**src/rtl/seg_scan_ctrl.sv**
```systemverilog
// seg_scan_ctrl: scan controller for an 8-digit seven-segment display.
//
// This block holds the display word and produces the digit select that drives
// the downstream 8:1 nibble mux. It also drives the active-low anode enables.
// Each digit slot lasts CLK_DIV cycles and starts with GUARD blank cycles. The
// blank interval lets the mux output settle before a digit is lit, which
// prevents ghosting.
//
// Optional build macro:
//   LZB_EN - leading-zero blanking. Digits above the highest nonzero nibble
//            of disp_val stay dark. Digit 0 always lights.
//
// Reset is synchronous and active-high. Every output is registered.
//
// state   | meaning
// --------+------------------------------------------------------------
// S_IDLE  | scan disabled, all anodes off, count held
// S_GUARD | start of a slot, all anodes off while the mux settles
// S_ON    | anode of digit `count` driven low until the slot boundary

module seg_scan_ctrl #(
    parameter int CLK_DIV    = 100000,
    parameter int GUARD      = 8,
    parameter int NUM_DIGITS = 8
) (
    input  logic        clk,
    input  logic        rst,
    input  logic        en,
    input  logic        load,
    input  logic [31:0] value_in,
    output logic [31:0] disp_val,
    output logic [2:0]  count,
    output logic [7:0]  an,
    output logic        slot_tick
);

    localparam int PW = (CLK_DIV > 1) ? $clog2(CLK_DIV) : 1;
    localparam logic [PW-1:0] PRESC_LAST = PW'(CLK_DIV - 1);
    localparam logic [PW-1:0] GUARD_END  = PW'(GUARD);
    localparam logic [2:0]    LAST_DIGIT = 3'(NUM_DIGITS - 1);

    typedef enum logic [1:0] {
        S_IDLE  = 2'd0,
        S_GUARD = 2'd1,
        S_ON    = 2'd2
    } state_t;

    state_t        state;
    state_t        stateNext;
    logic [PW-1:0] presc;
    logic [PW-1:0] prescNext;
    logic          boundary;
    logic [2:0]    countNext;
    logic [31:0]   dispNext;
    logic [7:0]    anNext;
    logic          digitLit;

    // State register.
    always_ff @(posedge clk) begin
        if (rst) begin
            state <= S_IDLE;
        end else begin
            state <= stateNext;
        end
    end

    // Next-state logic: prescaler stepping, slot boundary detection and
    // state transitions. Dropping en forces IDLE from any state.
    always_comb begin
        stateNext = state;
        prescNext = presc;
        boundary  = 1'b0;
        if (!en) begin
            stateNext = S_IDLE;
            prescNext = '0;
        end else begin
            case (state)
                S_IDLE: begin
                    // Resume with a fresh slot. count is kept, so the scan
                    // continues on the digit where it stopped.
                    prescNext = '0;
                    stateNext = S_GUARD;
                end
                S_GUARD: begin
                    if (presc == PRESC_LAST) begin
                        prescNext = '0;
                        boundary  = 1'b1;
                    end else begin
                        prescNext = presc + 1'b1;
                    end
                    if (prescNext == GUARD_END) begin
                        stateNext = S_ON;
                    end
                end
                S_ON: begin
                    if (presc == PRESC_LAST) begin
                        prescNext = '0;
                        boundary  = 1'b1;
                        stateNext = S_GUARD;
                    end else begin
                        prescNext = presc + 1'b1;
                    end
                end
                default: begin
                    stateNext = S_IDLE;
                    prescNext = '0;
                end
            endcase
        end
    end

    // Digit select advance: the counter moves only on a slot boundary. On
    // that edge the anodes go to FF, so the mux changes while all digits are dark.
    always_comb begin
        countNext = count;
        if (boundary) begin
            countNext = (count == LAST_DIGIT) ? 3'd0 : count + 3'd1;
        end
    end

    // Next display word. A load applies in any state, including mid-slot.
    always_comb begin
        dispNext = load ? value_in : disp_val;
    end

`ifdef LZB_EN
    logic [2:0] hiNext;

    // Index of the highest nonzero nibble of the word that will be shown.
    // The index never drops below 0, so digit 0 always lights.
    always_comb begin
        hiNext = 3'd0;
        for (int k = 1; k < 8; k++) begin
            if (dispNext[4*k +: 4] != 4'h0) begin
                hiNext = 3'(k);
            end
        end
    end

    // Digit lights only at or below the highest significant nibble.
    always_comb begin
        digitLit = (countNext <= hiNext);
    end
`else
    // Every digit lights in its own slot.
    always_comb begin
        digitLit = 1'b1;
    end
`endif

    // Output decode from the next state. The result is registered below, so
    // an, count and disp_val always change on the same edge.
    always_comb begin
        anNext = 8'hFF;
        if (stateNext == S_ON && digitLit) begin
            anNext = ~(8'h01 << countNext);
        end
    end

    // Datapath and output registers.
    always_ff @(posedge clk) begin
        if (rst) begin
            presc     <= '0;
            count     <= 3'd0;
            disp_val  <= 32'h0;
            an        <= 8'hFF;
            slot_tick <= 1'b0;
        end else begin
            presc     <= prescNext;
            count     <= countNext;
            disp_val  <= dispNext;
            an        <= anNext;
            slot_tick <= boundary;
        end
    end

endmodule

```
**config.mk**
```make
export PLATFORM = sky130hd
export DESIGN_NAME = seg_scan_ctrl
export DESIGN_NICKNAME = d
export VERILOG_FILES = /design/src/rtl/seg_scan_ctrl.sv
export SDC_FILE = /design/constraint.sdc
export NUM_CORES = 1
export LEC_CHECK = 0
export ABC_AREA = 1
export CORE_UTILIZATION = 38
export CTS_BUF_LIST = sky130_fd_sc_hd__clkbuf_16
export DETAILED_ROUTE_END_ITERATION = 10
export PLACE_DENSITY = 0.66
export SLEW_MARGIN = 20
export SYNTH_ARGS = -nofsm -noshare
export SYNTH_HDL_FRONTEND = slang
export SYNTH_SLANG_ARGS = --single-unit
```
**constraint.sdc**
```tcl
create_clock -name clk -period 3.12 [get_ports clk]
set_input_delay 0.936 -clock clk [delete_from_list [all_inputs] [get_ports clk]]
set_output_delay 0.936 -clock clk [all_outputs]
set_load 0.03 [all_outputs]
```
# ---- After elaboration in Yosys (flattened, before gate mapping)
# Index checks and enable logic that the tools add are counted.
dict set report classes {
  addsub 2
  n_eq_ne 6
  shifts 1
  n_mux 13
  n_bitwise 3
  reduce_logical 4
}
# operator n
set ops {}
lappend ops {{$mux W17} 3}
lappend ops {{$pmux W17 S2} 1}
lappend ops {{$add A17 B1 Y17 const B} 1}
lappend ops {{$eq A17 B17 Y1 const B} 1}
lappend ops {{$eq A17 B4 Y1 const B} 1}
lappend ops {{$not A8 Y8} 1}
lappend ops {{$shl A1 B3 Y8 const A} 1}
lappend ops {{$mux W2} 3}
lappend ops {{$mux W3} 2}
lappend ops {{$pmux W2 S3} 1}
lappend ops {{$reduce_or A2 Y1} 3}
lappend ops {{$eq A2 B2 Y1 const B} 2}
lappend ops {{$add A3 B1 Y3 const B} 1}
lappend ops {{$eq A3 B3 Y1 const B} 1}
lappend ops {{$mux W1} 3}
lappend ops {{$eq A2 B1 Y1 const B} 1}
lappend ops {{$logic_not A2 Y1} 1}
lappend ops {{$not A1 Y1} 2}
dict set report word_totals {
  ff_bits 63
  inputBits 36
  output_inout_bits 44
  elab_cells 35
}

# ---- Longest topological paths before layout
# Gate-level depths: netlist of run 1.
dict set report depth {
  ltp_word 11
  ltp_mapped 16
  ltp_nobuf 16
}

# ---- Least setup slack after synthesis of run 1
# OpenSTA, ideal clock, no wires.
dict set report synth_timing {
  kind {register -> register}
  startpoint {reg presc[0]}
  endpoint {reg an[0]}
  t_arrival_ps 1742
  slack_ps 1242
  path_stages_with_launch 16
  path_buffers 0
  path_cell_list {dfxtp_1 -> ha_1 -> nand2_2 -> clkinv_2 -> nand2_2 -> nor2_1 -> nand2_1 -> nand3_1 -> nor2_1 -> nand3_1 -> nor2_2 -> nand2_1 -> nand2_2 -> nand2_2 -> nor2_4 -> nand4_1}
}
dict set report synth_between {
  elab_chain_len 11
  word_cells_on_any_way 19
}
# item line
set synth_rtl {}
lappend synth_rtl {{start: declaration} 50} ;# logic [PW-1:0] presc;
lappend synth_rtl {{start signal: assignment} 169} ;# presc <= prescNext;
lappend synth_rtl {{$add A17 B1 Y17 or $eq A17 B17 Y1 (tied branches)} {89, 85, 96}}
lappend synth_rtl {{$mux W17} 85} ;# if (presc == PRESC_LAST) begin
lappend synth_rtl {{$mux W17} 77} ;# case (state)
lappend synth_rtl {{$mux W17} 73} ;# if (!en) begin
lappend synth_rtl {{$eq A17 B4 Y1} 91} ;# if (prescNext == GUARD_END) begin
lappend synth_rtl {{$mux W2} 91}
lappend synth_rtl {{$pmux W2 S3} 77}
lappend synth_rtl {{$mux W2} 73}
lappend synth_rtl {{$eq A2 B2 Y1} 155} ;# if (stateNext == S_ON && digitLit) begin
lappend synth_rtl {{$not A1 Y1 (no line)} -}
lappend synth_rtl {{$reduce_or A2 Y1 (no line)} -}
lappend synth_rtl {{end signal: assignment} 172} ;# an <= anNext;
lappend synth_rtl {{end: declaration} 33} ;# output logic [7:0] an,
# Parallel ways exist; a longest one is shown, timed or not. The select of a mux whose other input is x is not followed.
# A chain may end at the register's enable or synchronous reset.

# ---- Worst setup path in the final report of run 1
dict set report layout_timing {
  startpoint {reg count[0]}
  endpoint {out count[0]}
}
# item line
set layout_rtl {}
lappend layout_rtl {{start: declaration} 32} ;# output logic [2:0] count,
lappend layout_rtl {{start signal: assignment} 170} ;# count <= countNext;
# No word-level cell between the ends.

==> metrics.txt, run 1 <==
clk_lat worst skew 0.32 ns; DR vias 2643; WHS Endpoint presc[0]; Synth top area share 45.65%; Die H 87.27 µm; Ports 80; worst path required time 2.18 ns; WL/cell 12.10 µm; Final HPWL DP 4992 µm; Net Count, Synth 424; Worst Skew 0.002180 ns; Synth Register Bits 63; CTS Hold Bufs 0; worst-path fanout max 4; Core Box Area 0.006907 mm²; gr usage total 19.32%; Num CTS Buffers 9; Bufs and invs on worst path 1; die area 0.007615 mm²; worst-margin pin slew 0.9349 ns; Core Rows 30; RePlAce Congestion 0.8525; peak supply drop 345.6 µV; clock buffer depth 2; Mean Syn Cell Area 7.251 µm²; Period Utilization, post-route 74.31%; top cells by area, synth dfxtp_1 (46%), nor2_1 (15%), nand2_1 (7.2%); Setup crit start kind register; final WL 6822 µm; max_slew headroom 37.61%; antenna viol nets, final 0; layout cells sized above 1 9.829%; cts repair resizes 0; Hold/Removal Path Class register to register; hold depth 1; Antenna diodes 0; hold_ws 0.4940 ns; CP Cell Sequence clkdlybuf4s50_1; most common cell in the netlist nor2_1; outcome finished, final reports clean; Metal-1 WL 2946 µm; Worst-path clk slew 0.05 ns; leakage 1.591 nW; clk sink count 63; highest clock rate 0.4313 GHz; first-pass GRT wire length 11160 µm; slowest CP cell clkdlybuf4s50_1; Hold Startpoint presc[0]; gate count after technology mapping 381; DRC violations left 0; Final Cell Area 0.003958 mm²; TritonRoute pass-1 iters 4; port bufs 79; final hold vios 0; area grow syn2layout 43.25%; CP Depth 1; Warnings, synthesis 0; vias per inst 4.686; vias in the first global route 2437; reg-to-reg setup timing slack 0.88 ns; power density cells 530.1 mW/mm²; crit path capture type output pin; initial antenna violation count 0; cell taking the most area after synthesis dfxtp_1; nets 506; top cells by count, synth nor2_1 (107), dfxtp_1 (63), nand2_1 (53); pins over their slew limit 0; largest net degree at the start of global routing 33; Min Clock Period, post-route 2.318 ns; Critical Path Max Stage Delay 0.69 ns; Setup Buffers After CTS 0; delay-heaviest family, CP buffers and inverters; Top Layer Used met4; Post-Syn Area 0.002763 mm²; Initial Util 40.00%; initial drt markers 75; grt ovf 0; die width 87.27 µm; reg2reg path depth 15; final core utilization 57.30%; Most used DFF post-synth dfxtp_1; Reg2Reg Launch Point presc[0]; met2 wire len 3033 µm; CP arrival 1.38 ns; Setup TNS Final 0 ns; placed cell area 0.003651 mm²; # H-tree levels 3; RR Endpoint an[2]; Seq/Total Area, Yosys 45.65%; Synth cell types 25; max_cap viols 0; CTS Root Cell clkbuf_16; TritonCTS clock tree yes; setup violators final 0; Async SR Flop Fraction 0%; unrepaired setup endpoints after global routing false; Post-synth EDFFs 0; critical path type register to output pin; WL met3 704 µm
## sequential cells by signal, summed over array words and instances (netlist names)
register and cells:
state 2, presc 17, disp_val 32, count 3, an 8, slot_tick 1
## report_power, final
group	leakage, nW	total, W	switching (W)	internal [W]
clock	0.163	0.00102	0.000338	0.000686
sequential	0.516	0.000850	0.0000145	0.000836
combinational	0.912	0.000223	0.000118	0.000105
## placed cells by master, fill, tap and decap left out, drive strengths merged
cell             n
nor2           119
clkdlybuf4s50   79
nand2           64
dfxtp           63
o21ai           37
inv             33
nand3           19
nand4           15
clkbuf           9
ha               7
clkinv           6
a21oi            3
nor3             3
buf              3
xor2             3
bufinv           2
xnor2            1
nand3b           1
or2              1
## worst max-delay path by stage
stage,from,endpoint,slack (ns)
floorplan,presc[0],an[0],1.24
global placement,rst,an[2],0.64
detailed placement,rst,an[0],0.62
CTS,count[0],count[0],0.78
global route,presc[0],an[2],0.60
finish,count[0],count[0],0.80
## cell families after synthesis
family / after synthesis / share of synthesized area [%]
simple gates: 222 / 36.10
flops: 63 / 45.65
buf+inv: 45 / 6.295
compound gates: 40 / 7.246
fa+ha+maj: 7 / 3.170
xor+xnor: 4 / 1.540
## through the flow
| step | total power [W] | cells | setup slack, ns |
|---|---|---|---|
| after floorplan | 0.0009723 | 381 | 1.242 |
| after global placement | 0.001087 | 548 | 0.6385 |
| after detailed placement | 0.001089 | 548 | 0.6160 |
| after CTS | 0.002124 | 564 | 0.7826 |
| after global routing | 0.002178 | 564 | 0.6003 |
| final | 0.002098 | 564 | 0.8016 |
## layout make-up
type | count | area [µm²]
well taps | 96 | 120.1
inverters | 34 | 128.9
clock inverters | 7 | 81.33
flip-flops and latches | 63 | 1261
multi-input cells | 273 | 1328
clock buffers | 9 | 225.2
fillers | 656 | 2949
repair buffers | 82 | 813.3
## routing by layer
| metal | up-vias | GRT usage (%) |
|---|---|---|
| met3 | 14 | 9.953 |
| met4 | 0 | 9.240 |
| li1 | 1371 | - |
| met1 | 1175 | 22.73 |
| met2 | 83 | 28.98 |
| met5 | - | 0 |
(Power assumes the default switching activity.)
==> run 2: changes to the inputs <==
--- a/config.mk
+++ b/config.mk
@@ -9,7 +9,7 @@
 export CORE_UTILIZATION = 38
 export CTS_BUF_LIST = sky130_fd_sc_hd__clkbuf_16
 export DETAILED_ROUTE_END_ITERATION = 10
-export PLACE_DENSITY = 0.66
+export PLACE_DENSITY = 0.69
 export SLEW_MARGIN = 20
 export SYNTH_ARGS = -nofsm -noshare
 export SYNTH_HDL_FRONTEND = slang
==> constraint.sdc (replaced) <==
create_clock -name clk -period 2.03 [get_ports clk]
set_input_delay 0.609 -clock clk [delete_from_list [all_inputs] [get_ports clk]]
set_output_delay 0.609 -clock clk [all_outputs]
set_load 0.03 [all_outputs]
==> metrics.txt, run 2 (synthesis gave the netlist of run 1 again) <==
placed cell area 0.003741 mm²; final core utilization 59.98%; CP arrival 2.22 ns; Core Box Area 0.006907 mm²; unrepaired setup endpoints after global routing true; initial antenna violation count 0; Placed Cells incl. Taps 560; RR Endpoint an[6]; area grow syn2layout 49.95%; peak supply drop 608.0 µV; Largest regs disp_val x32, presc x17, an x8; worst path required time 2.22 ns; Hold/Removal Path Class register to register; critical path type register to register; gr usage total 20.75%; setup violators final 0; Ports 80; # H-tree levels 3; final hold vios 0; clock buffer depth 2; CTS Hold Bufs 0; delay-heaviest family, CP simple AND/OR/NAND/NOR gates; worst-path fanout max 8; slowest CP cell dfxtp_4; clk_lat worst skew 0.32 ns; DRC violations left 0; Worst Skew 0.006325 ns; fin cells 579; Min Clock Period, post-route 2.026 ns; Final Cell Area 0.004143 mm²; Period Utilization, post-route 99.78%; DR vias 2739; vias per inst 4.731; final WL 7199 µm; clk sink count 63; port bufs 79; WL/cell 12.43 µm; TritonCTS clock tree yes; commonest cells after routing, fill and taps aside nor2_1 (101), clkdlybuf4s50_1 (79), dfxtp_1 (52), nand2_1 (51), o21ai_0 (35); Final HPWL DP 5080 µm; hold depth 1; highest clock rate 0.4937 GHz; first-pass GRT wire length 12270 µm; worst-margin pin slew 0.3382 ns; most used cell, CP nand2_2; max_slew headroom 77.38%; most common cell after layout, fill and taps aside nor2_1; TritonRoute pass-1 iters 6; power density cells 719.7 mW/mm²; pins over their slew limit 0; crit path capture type register; initial drt markers 121; die width 87.27 µm; Reg2Reg Launch Point presc[1]; reg-to-reg setup timing slack 0.004 ns; Initial Util 40.00%; leakage 1.719 nW; Num CTS Buffers 9; vias in the first global route 2706; Setup crit start kind register; Worst-path clk slew 0.05 ns; nets 521; Largest register FFs 32; WHS Endpoint presc[0]; die area 0.007615 mm²; max_cap viols 0; Hold Startpoint presc[0]; Critical Path Max Stage Delay 0.36 ns; Antenna diodes 0; layout cells sized above 1 17.60%; CP Cell Sequence ha_4 > nand2_4 > nor2_4 > nand3_2 > nor2_2 > nor2_1 > nor2_1 > nand3_1 > nor2_2 > nand2_2 > nand2_2 > nand2_2 > nor2_4 > nand4_1; Die H 87.27 µm; RePlAce Congestion 0.8841; Core Rows 30; largest net degree at the start of global routing 23; reg2reg path depth 14; grt ovf 0; antenna viol nets, final 0; outcome finished, final reports clean; largest register by flop count disp_val; Bufs and invs on worst path 0; CTS Root Cell clkbuf_16
run 2: cell types whose count changed in the layout (fill, tap and decap cells not counted), sizes merged:
cell	change
inv	-1
clkinv	+2
bufinv	-2
clkinvlp	+1
buf	+15
run 2: cell type report:
class,count,area (µm²)
multi-input combinational,273,1428
inverter,34,128.9
sequential,63,1282
timing repair buffer,97,925.9
tap,96,120.1
clock buffer,9,225.2
clock inverter,7,32.53
fill,631,2764
run 2: routing by layer:
layer / GRT usage, % / share of wire, % / up-vias
met4: 7.601 / 2.0 / 0
met3: 9.194 / 11 / 13
met2: 33.24 / 45 / 101
li1: - / - / 1403
met1: 24.50 / 42 / 1222
met5: 0 / 0 / -
run 2: what timing repair did:
action | in CTS | in global routing
resized for setup | 8 | 29
pin swaps | 2 | 19
setup buffers | 1 | 2
gates cloned | 0 | 0
hold endpoints to repair | 0 | 0
endpoints found under the setup margin | 8 | 8
run 2: worst max-delay path by stage:
| stage | cells after the start | to | startpoint |
|---|---|---|---|
| final | 14 | an[6] | presc[1] |
| after global placement | 14 | an[7] | presc[0] |
| after global routing | 13 | an[6] | presc[2] |
| after CTS | 13 | an[6] | presc[7] |
| after detailed placement | 14 | an[0] | presc[0] |
| after floorplan | 15 | an[0] | presc[0] |
run 2: power breakdown:
group          internal (W)  switching (W)  leakage (nW)
combinational      0.000167       0.000181          1.06
sequential          0.00128      0.0000222         0.523
clock              0.000802       0.000528         0.133
total               0.00225       0.000732          1.72
run 2: worst reg2reg max path, cell delays in order, from the launching register on:
cell     delay, ns
dfxtp_4       0.36
ha_4          0.15
nand2_4       0.07
nor2_4        0.10
nand3_2       0.07
nor2_2        0.13
nor2_1        0.05
nor2_1        0.18
nand3_1       0.13
nor2_2        0.14
nand2_2       0.07
nand2_2       0.08
nand2_2       0.06
nor2_4        0.19
nand4_1       0.11
run 2: metrics by stage:
stage               power (W)  hold WS, ns  TNS (ns)  worst slack [ns]
global route         0.003121       0.4561    -1.294           -0.1719
detailed placement   0.001679       0.4686   -0.2125          -0.03851
finish               0.002982       0.4507         0          0.004443
global placement     0.001676       0.4597         0          0.009043
CTS                  0.003021       0.4676         0          0.001632
floorplan            0.001494       0.4543         0            0.1517
==> run 3: changes to the inputs <==
--- a/config.mk
+++ b/config.mk
@@ -6,10 +6,9 @@
 export NUM_CORES = 1
 export LEC_CHECK = 0
 export ABC_AREA = 1
-export CORE_UTILIZATION = 38
+export CORE_UTILIZATION = 35
 export CTS_BUF_LIST = sky130_fd_sc_hd__clkbuf_16
 export DETAILED_ROUTE_END_ITERATION = 10
-export PLACE_DENSITY = 0.69
 export SLEW_MARGIN = 20
 export SYNTH_ARGS = -nofsm -noshare
 export SYNTH_HDL_FRONTEND = slang
==> metrics.txt, run 3 (synthesis gave the netlist of run 1 again) <==
nets 520; TritonCTS clock tree yes; pre-CTS WS -0.1375 ns; Period Utilization, post-route 98.41%; area grow syn2layout 51.36%; outcome finished, final reports clean; die width 90.85 µm; Core Box Area 0.007687 mm²; most common cell after layout, fill and taps aside nor2_1; unrepaired setup endpoints after global routing true; initial drt markers 96; # H-tree levels 3; die area 0.008253 mm²; setup violators final 0; TritonRoute pass-1 iters 6; pins over their slew limit 0; Final HPWL DP 5073 µm; delay-heaviest family, CP simple AND/OR/NAND/NOR gates; leakage 1.738 nW; layout cells sized above 1 17.43%; met1 capacity usage during global routing 22.01%; Worst Skew 0.004666 ns; Min Clock Period, post-route 1.998 ns; power density cells 781.4 mW/mm²; port bufs 79; worst path required time 2.22 ns; Hold/Removal Path Class register to register; hold depth 2; antenna viol nets, final 0; CP Cell Sequence ha_4 > nand2_4 > nor2_4 > nand2_2 > nor2_1 > nand3_1 > nand3_2 > nand3_2 > nor2_2 > nand2_2 > nand2_2 > nand2_2 > nor2_4 > nand4_1; Setup crit start kind register; DR vias 2697; Final Cell Area 0.004182 mm²; slowest CP cell dfxtp_4; peak supply drop 479.5 µV; Setup TNS Final 0 ns; worst-margin pin slew 0.3397 ns; GR Util met2 29.23%; clock buffer depth 2; largest register by flop count disp_val; initial antenna violation count 0; grt ovf 0; GR peak layer met2; Initial Util 35.94%; CTS Root Cell clkbuf_16; highest clock rate 0.5006 GHz; Core Rows 32; first-pass GRT wire length 11880 µm; WL/cell 12.11 µm; Largest regs disp_val x32, presc x17, an x8; clk sink count 63; gr usage total 18.06%; final hold vios 0; vias per inst 4.618; worst-path fanout max 8; placed cell area 0.003741 mm²; vias in the first global route 2585; clk_lat worst skew 0.32 ns; most used cell, CP nand2_2; critical path type register to register; CP Depth 14; final worst slack 0.03220 ns; final WL 7075 µm; reg2reg path depth 14; largest net degree at the start of global routing 33; Critical Path Max Stage Delay 0.36 ns; CTS Hold Bufs 0; max_cap viols 0; commonest cells after routing, fill and taps aside nor2_1 (103), clkdlybuf4s50_1 (78), dfxtp_1 (55), nand2_1 (49), o21ai_0 (35); fill cell count 755; Worst-path clk slew 0.06 ns; Bufs and invs on worst path 0; max_slew headroom 77.35%; crit path capture type register; CP arrival 2.19 ns; DRC violations left 0; Largest register FFs 32; Num CTS Buffers 9; RePlAce Congestion 0.8029; Die H 90.85 µm; Antenna diodes 0; Ports 80; M3 GR Usage 6.397%
-- run 3: through the flow --
stage               utilization, %  total power [W]  hold slack (ns)  cells
floorplan                        -         0.001494           0.4543    381
global placement             48.67         0.001676           0.4749    565
detailed placement           48.67         0.001679           0.4843    565
CTS                          53.24         0.003313           0.5008    581
global route                 54.39         0.003389           0.5207    584
finish                       54.39         0.003267           0.4971    584
-- run 3: final cells by class --
type | instances | area [µm²] | area share [%]
Timing Repair Buffer | 96 | 920.9 | 22.02
Sequential cell | 63 | 1276 | 30.52
Inverter | 34 | 128.9 | 3.082
Tap cell | 102 | 127.6 | 3.052
Multi-Input combinational cell | 273 | 1413 | 33.78
Clock buffer | 9 | 225.2 | 5.386
Clock inverter | 7 | 90.09 | 2.154
-- run 3: timing repair --
item	4_1_cts	5_1_grt
buffers inserted	0	3
endpoints found under the hold margin	0	0
setup endpoints to repair	8	12
gates resized for setup	9	24
pin swaps	3	18
-- run 3: path summary, 6_finish.rpt --
path / start / end / slack (ns)
worst min register to register: disp_val[7] / disp_val[7] / 0.50
worst max register to register: presc[1] / an[0] / 0.03
worst min-delay path: disp_val[7] / disp_val[7] / 0.50
worst max-delay path: presc[1] / an[0] / 0.03
-- run 3: power by group --
group	internal, W	switching (W)	total, W
clock network	0.00107	0.000550	0.00162
registers	0.00128	0.0000215	0.00130
logic	0.000166	0.000181	0.000348
-- run 3: worst reg2reg max path, stage by stage (launching register included) --
cell and delay [ns]:
dfxtp_4 0.36, ha_4 0.15, nand2_4 0.07, nor2_4 0.18, nand2_2 0.10, nor2_1 0.11, nand3_1 0.08, nand3_2 0.09
nand3_2 0.08, nor2_2 0.12, nand2_2 0.07, nand2_2 0.08, nand2_2 0.06, nor2_4 0.19, nand4_1 0.12
-- run 3: metal layers --
layer / share of wire (%) / wire, µm
met1: 46 / 3276
met2: 46 / 3245
met3: 6.2 / 438
met4: 1.6 / 114
met5: 0 / 0
